<file path="src/rtl/stats_readout_sequencer_pkg.sv">
// -----------------------------------------------------------------------------
// stats_readout_sequencer_pkg
// Shared peripheral-side constants: cs address width, the register addresses
// the sequencer and bench care about, sequencer state encoding, and the cs bus
// bundle used to mux host and sequencer traffic.
// -----------------------------------------------------------------------------
package stats_readout_sequencer_pkg;

    // cs port byte-address width is BW_BYTE_ADDR+1 bits.
    localparam int BW_BYTE_ADDR = 7;
    localparam int CS_ADDR_W    = BW_BYTE_ADDR + 1;

    // Register map entries shared with the peripheral.
    localparam logic [CS_ADDR_W-1:0] COMM_CONTROL = 8'h04;
    localparam logic [CS_ADDR_W-1:0] STATS_BASE   = 8'h40;

    // Number of cycle-count words exposed behind STATS_BASE.
    localparam int STATS_N_WORDS = 6;

    typedef enum logic [2:0] {
        S_IDLE = 3'd0,
        S_SEL  = 3'd1,
        S_RD   = 3'd2,
        S_CAP  = 3'd3,
        S_DONE = 3'd4
    } seq_state_e;

    typedef struct packed {
        logic                 req;
        logic                 rw;
        logic [CS_ADDR_W-1:0] add;
        logic [31:0]          data;
    } cs_bus_t;

endpackage

</file>
<file path="src/rtl/stats_readout_sequencer_sync_fifo_fwft.sv">
// -----------------------------------------------------------------------------
// sync_fifo_fwft
// Single-clock first-word-fall-through FIFO. The head entry is visible on
// data_o whenever the FIFO is non-empty (zero when empty).
//   clk_i, rst_ni  clock, async active-low reset
//   flush_i        drop all contents (pointers/level to 0) next cycle
//   push_i/data_i  write request and data; accepted when not full, or when
//                  full and a pop happens the same cycle
//   pop_i          read request; ignored when empty
//   data_o         head entry
//   full_o/empty_o status
//   level_o        occupancy, 0..DEPTH
// -----------------------------------------------------------------------------
module sync_fifo_fwft #(
    parameter int WIDTH = 32,
    parameter int DEPTH = 8
) (
    input  logic                     clk_i,
    input  logic                     rst_ni,
    input  logic                     flush_i,
    input  logic                     push_i,
    input  logic [WIDTH-1:0]         data_i,
    input  logic                     pop_i,
    output logic [WIDTH-1:0]         data_o,
    output logic                     full_o,
    output logic                     empty_o,
    output logic [$clog2(DEPTH):0]   level_o
);

    localparam int AW = $clog2(DEPTH);
    localparam logic [AW:0] FULL_LVL = (AW+1)'(DEPTH);

    logic [WIDTH-1:0] mem_q [DEPTH];
    logic [AW-1:0]    wr_ptr_q, rd_ptr_q;
    logic [AW:0]      level_q;
    logic             do_push, do_pop;

    assign empty_o = (level_q == '0);
    assign full_o  = (level_q == FULL_LVL);
    assign do_pop  = pop_i & ~empty_o;
    // A pop frees the slot this cycle, so a push against a full FIFO is fine.
    assign do_push = push_i & (~full_o | do_pop);

    assign data_o  = empty_o ? '0 : mem_q[rd_ptr_q];
    assign level_o = level_q;

    // Pointers wrap naturally: DEPTH is a power of two.
    always_ff @(posedge clk_i or negedge rst_ni) begin
        if (!rst_ni) begin
            wr_ptr_q <= '0;
            rd_ptr_q <= '0;
            level_q  <= '0;
        end else if (flush_i) begin
            wr_ptr_q <= '0;
            rd_ptr_q <= '0;
            level_q  <= '0;
        end else begin
            if (do_push) wr_ptr_q <= wr_ptr_q + 1'b1;
            if (do_pop)  rd_ptr_q <= rd_ptr_q + 1'b1;
            case ({do_push, do_pop})
                2'b10:   level_q <= level_q + 1'b1;
                2'b01:   level_q <= level_q - 1'b1;
                default: level_q <= level_q;
            endcase
        end
    end

    // Storage carries no reset; data_o is masked while empty.
    always_ff @(posedge clk_i) begin
        if (do_push && !flush_i) mem_q[wr_ptr_q] <= data_i;
    end

endmodule

</file>
<file path="src/rtl/stats_readout_sequencer.sv">
// -----------------------------------------------------------------------------
// stats_readout_sequencer
// Master in front of the peripheral cs port. Idle: host cs traffic passes
// straight through. On start_i it walks the STATS_BASE select/read sequence
// for each stats word and pushes the captured words into an output FIFO.
//   clock_i, resetn_i        clock, async active-low reset
//   start_i, flush_i         begin readout / clear FIFO (both idle-only)
//   busy_o, done_o           active flag / one-cycle completion pulse
//   host_*_i, host_gnt_o     host cs port; granted only while idle
//   host_data_o              peripheral read data back to host
//   per_*_o, per_data_i      peripheral cs port
//   word_o, word_valid_o,
//   word_ready_i             FIFO head / non-empty / pop
//   fifo_level_o             FIFO occupancy
// -----------------------------------------------------------------------------
module stats_readout_sequencer
    import stats_readout_sequencer_pkg::*;
#(
    parameter int N_WORDS    = STATS_N_WORDS,
    parameter int FIFO_DEPTH = 8,
    parameter int IDX_W      = 3
) (
    input  logic                          clock_i,
    input  logic                          resetn_i,
    input  logic                          start_i,
    input  logic                          flush_i,
    output logic                          busy_o,
    output logic                          done_o,
    input  logic                          host_req_i,
    input  logic                          host_rw_i,
    input  logic [BW_BYTE_ADDR:0]         host_add_i,
    input  logic [31:0]                   host_data_i,
    output logic                          host_gnt_o,
    output logic [31:0]                   host_data_o,
    output logic                          per_req_o,
    output logic                          per_rw_o,
    output logic [BW_BYTE_ADDR:0]         per_add_o,
    output logic [31:0]                   per_data_o,
    input  logic [31:0]                   per_data_i,
    output logic [31:0]                   word_o,
    output logic                          word_valid_o,
    input  logic                          word_ready_i,
    output logic [$clog2(FIFO_DEPTH):0]   fifo_level_o
);

    localparam logic [IDX_W-1:0] LAST_IDX = IDX_W'(N_WORDS - 1);

    seq_state_e       state_q, state_d;
    logic [IDX_W-1:0] idx_q, idx_d;
    cs_bus_t          seq_bus, host_bus, per_bus;
    logic             fifo_push, fifo_pop, fifo_full, fifo_empty, fifo_flush;
    logic             busy;

    // ---------------------------------------------------------------- FSM
    always_ff @(posedge clock_i or negedge resetn_i) begin
        if (!resetn_i) begin
            state_q <= S_IDLE;
            idx_q   <= '0;
        end else begin
            state_q <= state_d;
            idx_q   <= idx_d;
        end
    end

    always_comb begin
        state_d   = state_q;
        idx_d     = idx_q;
        seq_bus   = '0;
        fifo_push = 1'b0;
        busy      = 1'b1;
        done_o    = 1'b0;
        case (state_q)
            S_IDLE: begin
                busy = 1'b0;
                if (start_i) begin
                    state_d = S_SEL;
                    idx_d   = '0;
                end
            end
            S_SEL: begin
                seq_bus.req  = 1'b1;
                seq_bus.rw   = 1'b1;
                seq_bus.add  = STATS_BASE;
                seq_bus.data = {{(32-IDX_W){1'b0}}, idx_q};
                state_d      = S_RD;
            end
            S_RD: begin
                seq_bus.req = 1'b1;
                seq_bus.add = STATS_BASE;
                state_d     = S_CAP;
            end
            S_CAP: begin
                // per_data_i holds its value while we wait: nothing new is read.
                if (!fifo_full || fifo_pop) begin
                    fifo_push = 1'b1;
                    if (idx_q == LAST_IDX) begin
                        state_d = S_DONE;
                    end else begin
                        idx_d   = idx_q + 1'b1;
                        state_d = S_SEL;
                    end
                end
            end
            S_DONE: begin
                done_o  = 1'b1;
                state_d = S_IDLE;
            end
            default: state_d = S_IDLE;
        endcase
    end

    // --------------------------------------------------------- cs bus mux
    assign host_bus.req  = host_req_i;
    assign host_bus.rw   = host_rw_i;
    assign host_bus.add  = host_add_i;
    assign host_bus.data = host_data_i;

    assign per_bus    = busy ? seq_bus : host_bus;
    assign per_req_o  = per_bus.req;
    assign per_rw_o   = per_bus.rw;
    assign per_add_o  = per_bus.add;
    assign per_data_o = per_bus.data;

    assign busy_o      = busy;
    assign host_gnt_o  = ~busy;
    assign host_data_o = per_data_i;

    // --------------------------------------------------------- output FIFO
    assign fifo_pop     = word_ready_i & ~fifo_empty;
    assign fifo_flush   = flush_i & ~busy;
    assign word_valid_o = ~fifo_empty;

    sync_fifo_fwft #(
        .WIDTH (32),
        .DEPTH (FIFO_DEPTH)
    ) u_fifo (
        .clk_i   (clock_i),
        .rst_ni  (resetn_i),
        .flush_i (fifo_flush),
        .push_i  (fifo_push),
        .data_i  (per_data_i),
        .pop_i   (fifo_pop),
        .data_o  (word_o),
        .full_o  (fifo_full),
        .empty_o (fifo_empty),
        .level_o (fifo_level_o)
    );

endmodule

</file>
<file path="config.mk">
export PLATFORM = sky130hd
export DESIGN_NAME = stats_readout_sequencer
export DESIGN_NICKNAME = d
export VERILOG_FILES = /design/src/rtl/stats_readout_sequencer_pkg.sv /design/src/rtl/stats_readout_sequencer_sync_fifo_fwft.sv /design/src/rtl/stats_readout_sequencer.sv
export SDC_FILE = /design/constraint.sdc
export NUM_CORES = 1
export LEC_CHECK = 0
export CELL_PAD_IN_SITES_DETAIL_PLACEMENT = 1
export CELL_PAD_IN_SITES_GLOBAL_PLACEMENT = 1
export CORE_ASPECT_RATIO = 0.9
export CORE_MARGIN = 2
export CORE_UTILIZATION = 30
export DETAILED_ROUTE_END_ITERATION = 16
export PLACE_DENSITY = 0.67
export SETUP_SLACK_MARGIN = 0.3
export SYNTH_ARGS = -nofsm -noshare
export SYNTH_HDL_FRONTEND = slang
export SYNTH_SLANG_ARGS = --single-unit
</file>
<file path="constraint.sdc">
create_clock -name clock_i -period 4.5 [get_ports clock_i]
set_input_delay 0.675 -clock clock_i [delete_from_list [all_inputs] [get_ports clock_i]]
set_output_delay 0.675 -clock clock_i [all_outputs]
set_load 0.01 [all_outputs]
</file>
==> metrics, run 1 <==
worst slew pin tran=0.9390 ns; CP startpoint kind=flip-flop; Hold Path Class=reg -> reg; Starting Density=0.3042; PostCTS Resize Cnt=0; CP Data Required Time=3.83 ns; Main synth FF type=edfxtp_1; Avg Inst Size Synth=18.65 µm²; Crit. Startpoint=u_fifo.rd_ptr_q[0]$_DFFE_PN0P_; Ports=roughly 190; CP Capture Type=primary output; EDFF count, synth=256; Post-Layout Cell Count=1284; Worst-path clk slew=0.06 ns; Hold Buf Count CTS=0; layout cells sized above 1=0.1698; Die H=188.3 µm; hold path depth=1; CTS root buf=clkbuf_16; WP data arrival=3.09 ns; max incr delay on CP=0.81 ns; Inst Count DP=1232; share of power burned in registers=0.392; worst r2r src=state_q[0]$_DFFE_PN0P_; distinct cell type count after synthesis=45; Hold Vio Cnt, Final=0; YS warnings=0; top post-synthesis cells by area=edfxtp_1, mux4_2, dfrtp_1, mux2i_1, buf_4; endpoints failing setup=0; residual DRC count=0; Max Freq=265.9 MHz; gr usage total=0.1362; CTS sink cnt=272; Sw Ratio=0.3132; total core area=between 0.03 and 0.04 mm²; Final Cycle Share=0.8356; Vias=around 6100; Worst R2R Setup Slack=1.58 ns; Clk pwr share=0.237; IO Port Bufs=192; aggregate global routing overflow=0; Post-Synthesis Cells=607; Layout Nets=864; Mapped Area=between 0.01 and 0.015 mm²; Peak supply drop=0.5841 mV; Cell Pwr Density=618.3 mW/mm²; syn_nets=692; placed cell area=0.01366 mm²; Synth top cells by count=edfxtp_1, mux4_2, nor2_1; Clock Tree Buf Depth=3; crit path time final=3.760 ns; placement row count=67; WL final=26.77 mm; hold_sp=idx_q[0]$_DFFE_PN0P_; worst-path fanout max=26; pin count of the biggest net entering global routing=44; Yosys reg bits=272; RD Place Congestion=between 0.7 and 0.8; post-synth top area share=0.6790; via/cell ratio=roughly 4.7; fin area=0.01452 mm²; critical path type=reg -> out; Rel. slew slack=0.3740; ant diodes=0; reg2reg path depth=4; overall die width=208.8 µm; Fin Setup TNS=0 ns; Routed wire per std cell=20.85 µm; Area Growth Syn to Fin=28.22%; HPWL after DPL=about 17 mm; CTS tree=yes; fraction of registers with async set/reset=0.05882; worst-skew pair later-pin latency=between 0.5 and 0.6 ns; Hold Path Sink=idx_q[0]$_DFFE_PN0P_; most frequent cell after synthesis=edfxtp_1; initial antenna violation count=0; H-tree depth=1; Net Switching=0.002811 W; combinational power share=0.370; die area=0.03931 mm²; Crit-path slowest cell=dfrtp_4; max-cap viol count=0; Clock Skew=0.009594 ns; final max-slew violation count=0; Starting DRT DRC Count=357; P_int=0.006165 W; Initial DRT Pass Iterations=5; r2r endpoint=u_fifo.mem_q[3][29]$_DFFE_PP_; Detail Route Antenna Nets=0; first-pass GRT wire length=41.19 mm; Leakage=approximately 4.7 nW; worst-path cell chain=buf_4 > mux4_2 > mux2i_1 > nor2_1 > clkdlybuf4s50_1; hold slack final=0.5741 ns; vias in the first global route=~6600; Seq/Total Area, Yosys=0.7143; largest area contributor in the netlist=edfxtp_1; run status=complete, no violations; RSZ-0062 raised after global routing=no; postcts setup bufs=0; clock buffer count from CTS=28
==> flip-flops by register name, summed over array words and instances (netlist names) <==
| name | cells |
|---|---|
| u_fifo.mem_q | 256 |
| u_fifo.level_o | 4 |
| idx_q | 3 |
| state_q | 3 |
| u_fifo.rd_ptr_q | 3 |
| u_fifo.wr_ptr_q | 3 |
==> metal layers <==
| layer | track usage | vias up | part of all wire |
|---|---|---|---|
| li1 | - | 2706 | - |
| met1 | 0.1796 | 3149 | 0.44 |
| met2 | 0.2401 | 197 | 0.50 |
| met3 | 0.02233 | 31 | 0.047 |
| met4 | 0.02335 | 0 | 0.012 |
| met5 | 0 | - | 0 |
==> layout make-up <==
type / count / area, µm²
clock inverters: 11 / 47.55
fillers: 3722 / 22700
clock buffers: 41 / 810.8
multi-input cells: 267 / 2892
inverters: 4 / 15.01
flip-flops and latches: 272 / 8097
well taps: 483 / 604.3
repair buffers: 206 / 2052
==> how the worst max path moves through the flow <==
stage	slack (ns)	depth (start not counted)	to
2_1_floorplan	0.77	3	u_fifo.mem_q[4][0]$_DFFE_PP_
6_report	0.74	5	word_o[18]
3_5_place_dp	1.14	5	u_fifo.mem_q[3][16]$_DFFE_PP_
5_1_grt	0.55	5	word_o[18]
4_1_cts	0.67	5	word_o[18]
3_3_place_gp	1.25	5	u_fifo.mem_q[3][11]$_DFFE_PP_
==> stage by stage <==
step,total power (W),setup slack (ns),utilization
2_1_floorplan,0.005423,0.7690,-
3_3_place_gp,0.006928,1.252,0.3670
3_5_place_dp,0.006987,1.137,0.3670
4_1_cts,0.009149,0.6688,0.3900
5_1_grt,0.009484,0.5486,0.3900
6_report,0.008976,0.7398,0.3900
==> critical path: cells and delay by family (launching register included) <==
family	cells	cell delay [ns]
muxes	2	0.78
and+or+nand+nor	1	0.07
buffers and inverters	2	0.87
DFF	1	0.81
==> cells by family after synthesis <==
family	count (synthesis)	synth area share
simple gates	122	0.05669
xor+xnor	4	0.003094
mux	101	0.1605
compound gates	34	0.02343
fa+ha+maj	6	0.006630
flops	272	0.7143
buf+inv	68	0.03536
==> cell usage in the layout (no fill, tap or decap), types with 3 or more instances in the layout <==
cell type	count
a21oi_1	8
and2_1	38
buf_4	12
clkbuf_1	8
clkbuf_16	29
clkbuf_8	4
clkdlybuf4s50_1	192
clkinv_1	8
dfrtp_1	13
edfxtp_1	256
ha_1	6
mux2i_1	36
mux4_2	64
nand2_1	6
nand2b_1	3
nand3_1	5
nor2_1	42
nor2_4	3
nor3_1	8
nor3_2	5
o211ai_1	3
o21ai_0	5
or3_1	4
xor2_1	4
==> power groups by stage <==
stage,clock [W],combinational [W],sequential (W)
floorplan,0,0.00208,0.00334
global placement,0,0.00337,0.00355
detailed placement,0,0.00340,0.00358
CTS,0.00219,0.00342,0.00353
global route,0.00228,0.00363,0.00358
finish,0.00213,0.00332,0.00352
No activity file was read; power rests on OpenSTA's default activity.
==> run 2: changes to the inputs <==
==> constraint.sdc (replaced) <==
create_clock -name clock_i -period 3.15 [get_ports clock_i]
set_input_delay 0.4725 -clock clock_i [delete_from_list [all_inputs] [get_ports clock_i]]
set_output_delay 0.4725 -clock clock_i [all_outputs]
set_load 0.01 [all_outputs]
==> run 2 against run 1 <==
- flip-flop and latch count unchanged
- worst hold slack got worse by 0.17 ns
- final area increased by 5.0%
- critical endpoint is now word_o[20]
- highest routed layer unchanged
- utilization increased by 1.9 points
==> metrics, run 2 (synthesis results as in run 1) <==
Clock Skew=0.008730 ns (-0.0008644 ns); RD Place Congestion=0.7222 (-1.2%); run status=complete, no violations; max reg flops=256 (unchanged); Crit-path slowest cell=dfrtp_4; worst r2r src=state_q[0]$_DFFE_PN0P_; WL final=28.47 mm (+6.4%); Net Switching=0.004466 W (+59%); top sig layer=met4; first-pass GRT wire length=43.43 mm (+5.4%); most frequent cells in the layout=edfxtp_1, clkdlybuf4s50_1, mux4_2, nor2_1, and2_1; M1 wire length=12.55 mm (+6.1%); gr usage total=0.1452 (+0.008942); IO Port Bufs=192 (unchanged); pin count of the biggest net entering global routing=36 (-18%); Peak supply drop=0.4139 mV (-29%); PnR worst setup slack=0.2203 ns (-0.5195 ns); Worst R2R Setup Slack=0.62 ns (-0.96 ns); residual DRC count=0 (unchanged); commonest non-fill, non-tap cell in the layout=edfxtp_1; final max-slew violation count=0 (unchanged); H-tree depth=1 (unchanged); Vias=6296 (+3.5%); r2r endpoint=u_fifo.level_o[2]$_DFFE_PN0P_; met3 WL=1.248 mm (-1.8%); Clock Tree Buf Depth=3 (unchanged); cell mode on critical path=buf_12; CTS tree=yes; die area=0.03931 mm² (unchanged); initial antenna violation count=1 (+1); Leakage=5.092 nW (+7.7%); CP Data Required Time=2.68 ns (-1.15 ns); WL met2=14.09 mm (+5.6%); reg2reg path depth=10 (+6); total core area=0.03722 mm² (unchanged); Hold Path Class=in -> async; placement row count=67 (unchanged); Sw Ratio=0.3190 (+0.005783); RSZ-0062 raised after global routing=yes; Area Growth Syn to Fin=34.58%; HPWL after DPL=16.54 mm (-2.5%); Max Freq=341.3 MHz; vias in the first global route=6806 (+2.7%); Cell Pwr Density=918.8 mW/mm² (+49%); aggregate global routing overflow=0 (unchanged); CP top delay family=buffers and inverters; Starting Density=0.3042 (unchanged); Power Total=0.01400 W (+56%); WP data arrival=2.46 ns (-0.63 ns); Worst-path clk slew=0.06 ns (about the same); Starting DRT DRC Count=434 (+22%); Clk pwr share=0.241 (+0.004); Ports=193 (unchanged); CTS root buf=clkbuf_16; Initial DRT Pass Iterations=4 (-1); most flop-heavy register=u_fifo.mem_q; critical path type=reg -> out; max incr delay on CP=0.49 ns (-0.32 ns); overall die width=208.8 µm (unchanged); P_int=0.009534 W (+55%); worst slew pin tran=0.8139 ns (-0.1251 ns); CTS sink cnt=272 (unchanged); Die H=188.3 µm (unchanged); worst-skew pair later-pin latency=0.53 ns (about the same); CP startpoint kind=flip-flop; worst-path fanout max=5 (-81%); Hold Buf Count CTS=0 (unchanged); clock buffer count from CTS=28 (unchanged); Final Cycle Share=0.9301; layout cells sized above 1=0.2774 (+0.1076); endpoints failing setup=0 (unchanged); CP Capture Type=primary output; Rel. slew slack=0.4557 (+0.08169); pre-CTS setup slack=0.3931 ns (-0.7437 ns); Layout Nets=903 (+4.5%); Buf+Inv Stages, Crit Path=6 (+4); max-cap viol count=0 (unchanged); Routed wire per std cell=21.50 µm (+3.1%); share of power burned in registers=0.346 (-0.046); combinational power share=0.413 (+0.043); Detail Route Antenna Nets=0 (unchanged); via/cell ratio=4.755 (+0.37%); Hold Vio Cnt, Final=0 (unchanged); worst-path cell chain=buf_12 > buf_6 > buf_12 > buf_16 > buf_12 > mux4_2 > mux2i_2 > nor2_1 > buf_2; crit path time final=2.930 ns
==> run 2: per-stage QoR <==
step	hold slack [ns]	instance area, µm²	TNS, ns	util	cells
floorplan	0.1769	11330	-49.15	-	607
global placement	0.5715	13850	0	0.3721	1240
detailed placement	0.5641	13850	0	0.3721	1240
CTS	0.4112	15230	0	0.4092	1321
global route	0.4625	15240	0	0.4094	1324
finish	0.4070	15240	0	0.4094	1324
==> run 2: what timing repair did <==
action                                 4_1_cts  5_1_grt
pin swaps                                    7        6
gates cloned                                 7        0
setup endpoints to repair                   70       57
setup buffers                               22        2
endpoints found under the hold margin        0        0
gates resized for setup                    129       30
==> run 2: cell type report <==
class	count	area [µm²]
Tap cell	483	604.3
Inverter	4	22.52
Multi-Input combinational cell	267	2999
Timing Repair inverter	1	8.758
Clock inverter	17	191.4
Clock buffer	35	748.2
Fill cell	3638	21980
Antenna cell	1	2.502
Timing Repair Buffer	244	2555
Sequential cell	272	8105
==> run 2: how the worst max path moves through the flow <==
stage                                         startpoint                           end  slack [ns]  cells past startpoint
after floorplan            u_fifo.level_o[0]$_DFFE_PN0P_  u_fifo.mem_q[4][0]$_DFFE_PP_       -0.51                      4
after global placement     u_fifo.level_o[1]$_DFFE_PN0P_                    word_o[14]        0.42                      5
after detailed placement   u_fifo.level_o[1]$_DFFE_PN0P_                    word_o[14]        0.39                      5
after CTS                 u_fifo.rd_ptr_q[0]$_DFFE_PN0P_                     word_o[2]        0.22                      9
after global routing      u_fifo.rd_ptr_q[0]$_DFFE_PN0P_                     word_o[4]        0.15                      9
final                     u_fifo.rd_ptr_q[0]$_DFFE_PN0P_                    word_o[20]        0.22                      9
==> run 2: per-layer routing <==
metal	up-vias	GRT usage
li1	2807	-
met1	3264	0.1948
met2	184	0.2476
met3	41	0.02250
met5	-	0
met4	0	0.03626
==> run 2: power groups by stage <==
stage	clock, W	sequential, W	combinational, W
CTS	0.00344	0.00484	0.00585
floorplan	0	0.00478	0.00297
global route	0.00357	0.00490	0.00624
detailed placement	0	0.00496	0.00519
global placement	0	0.00493	0.00514
finish	0.00337	0.00485	0.00578
==> run 3: changes to the inputs <==
--- a/config.mk
+++ b/config.mk
@@ -10,6 +10,7 @@
 export CORE_ASPECT_RATIO = 0.9
 export CORE_MARGIN = 2
 export CORE_UTILIZATION = 30
+export CTS_CLUSTER_SIZE = 16
 export DETAILED_ROUTE_END_ITERATION = 16
 export PLACE_DENSITY = 0.67
 export SETUP_SLACK_MARGIN = 0.3
==> results of run 3 <==
The final DEF is identical to that of run 2; final timing and power are the same.
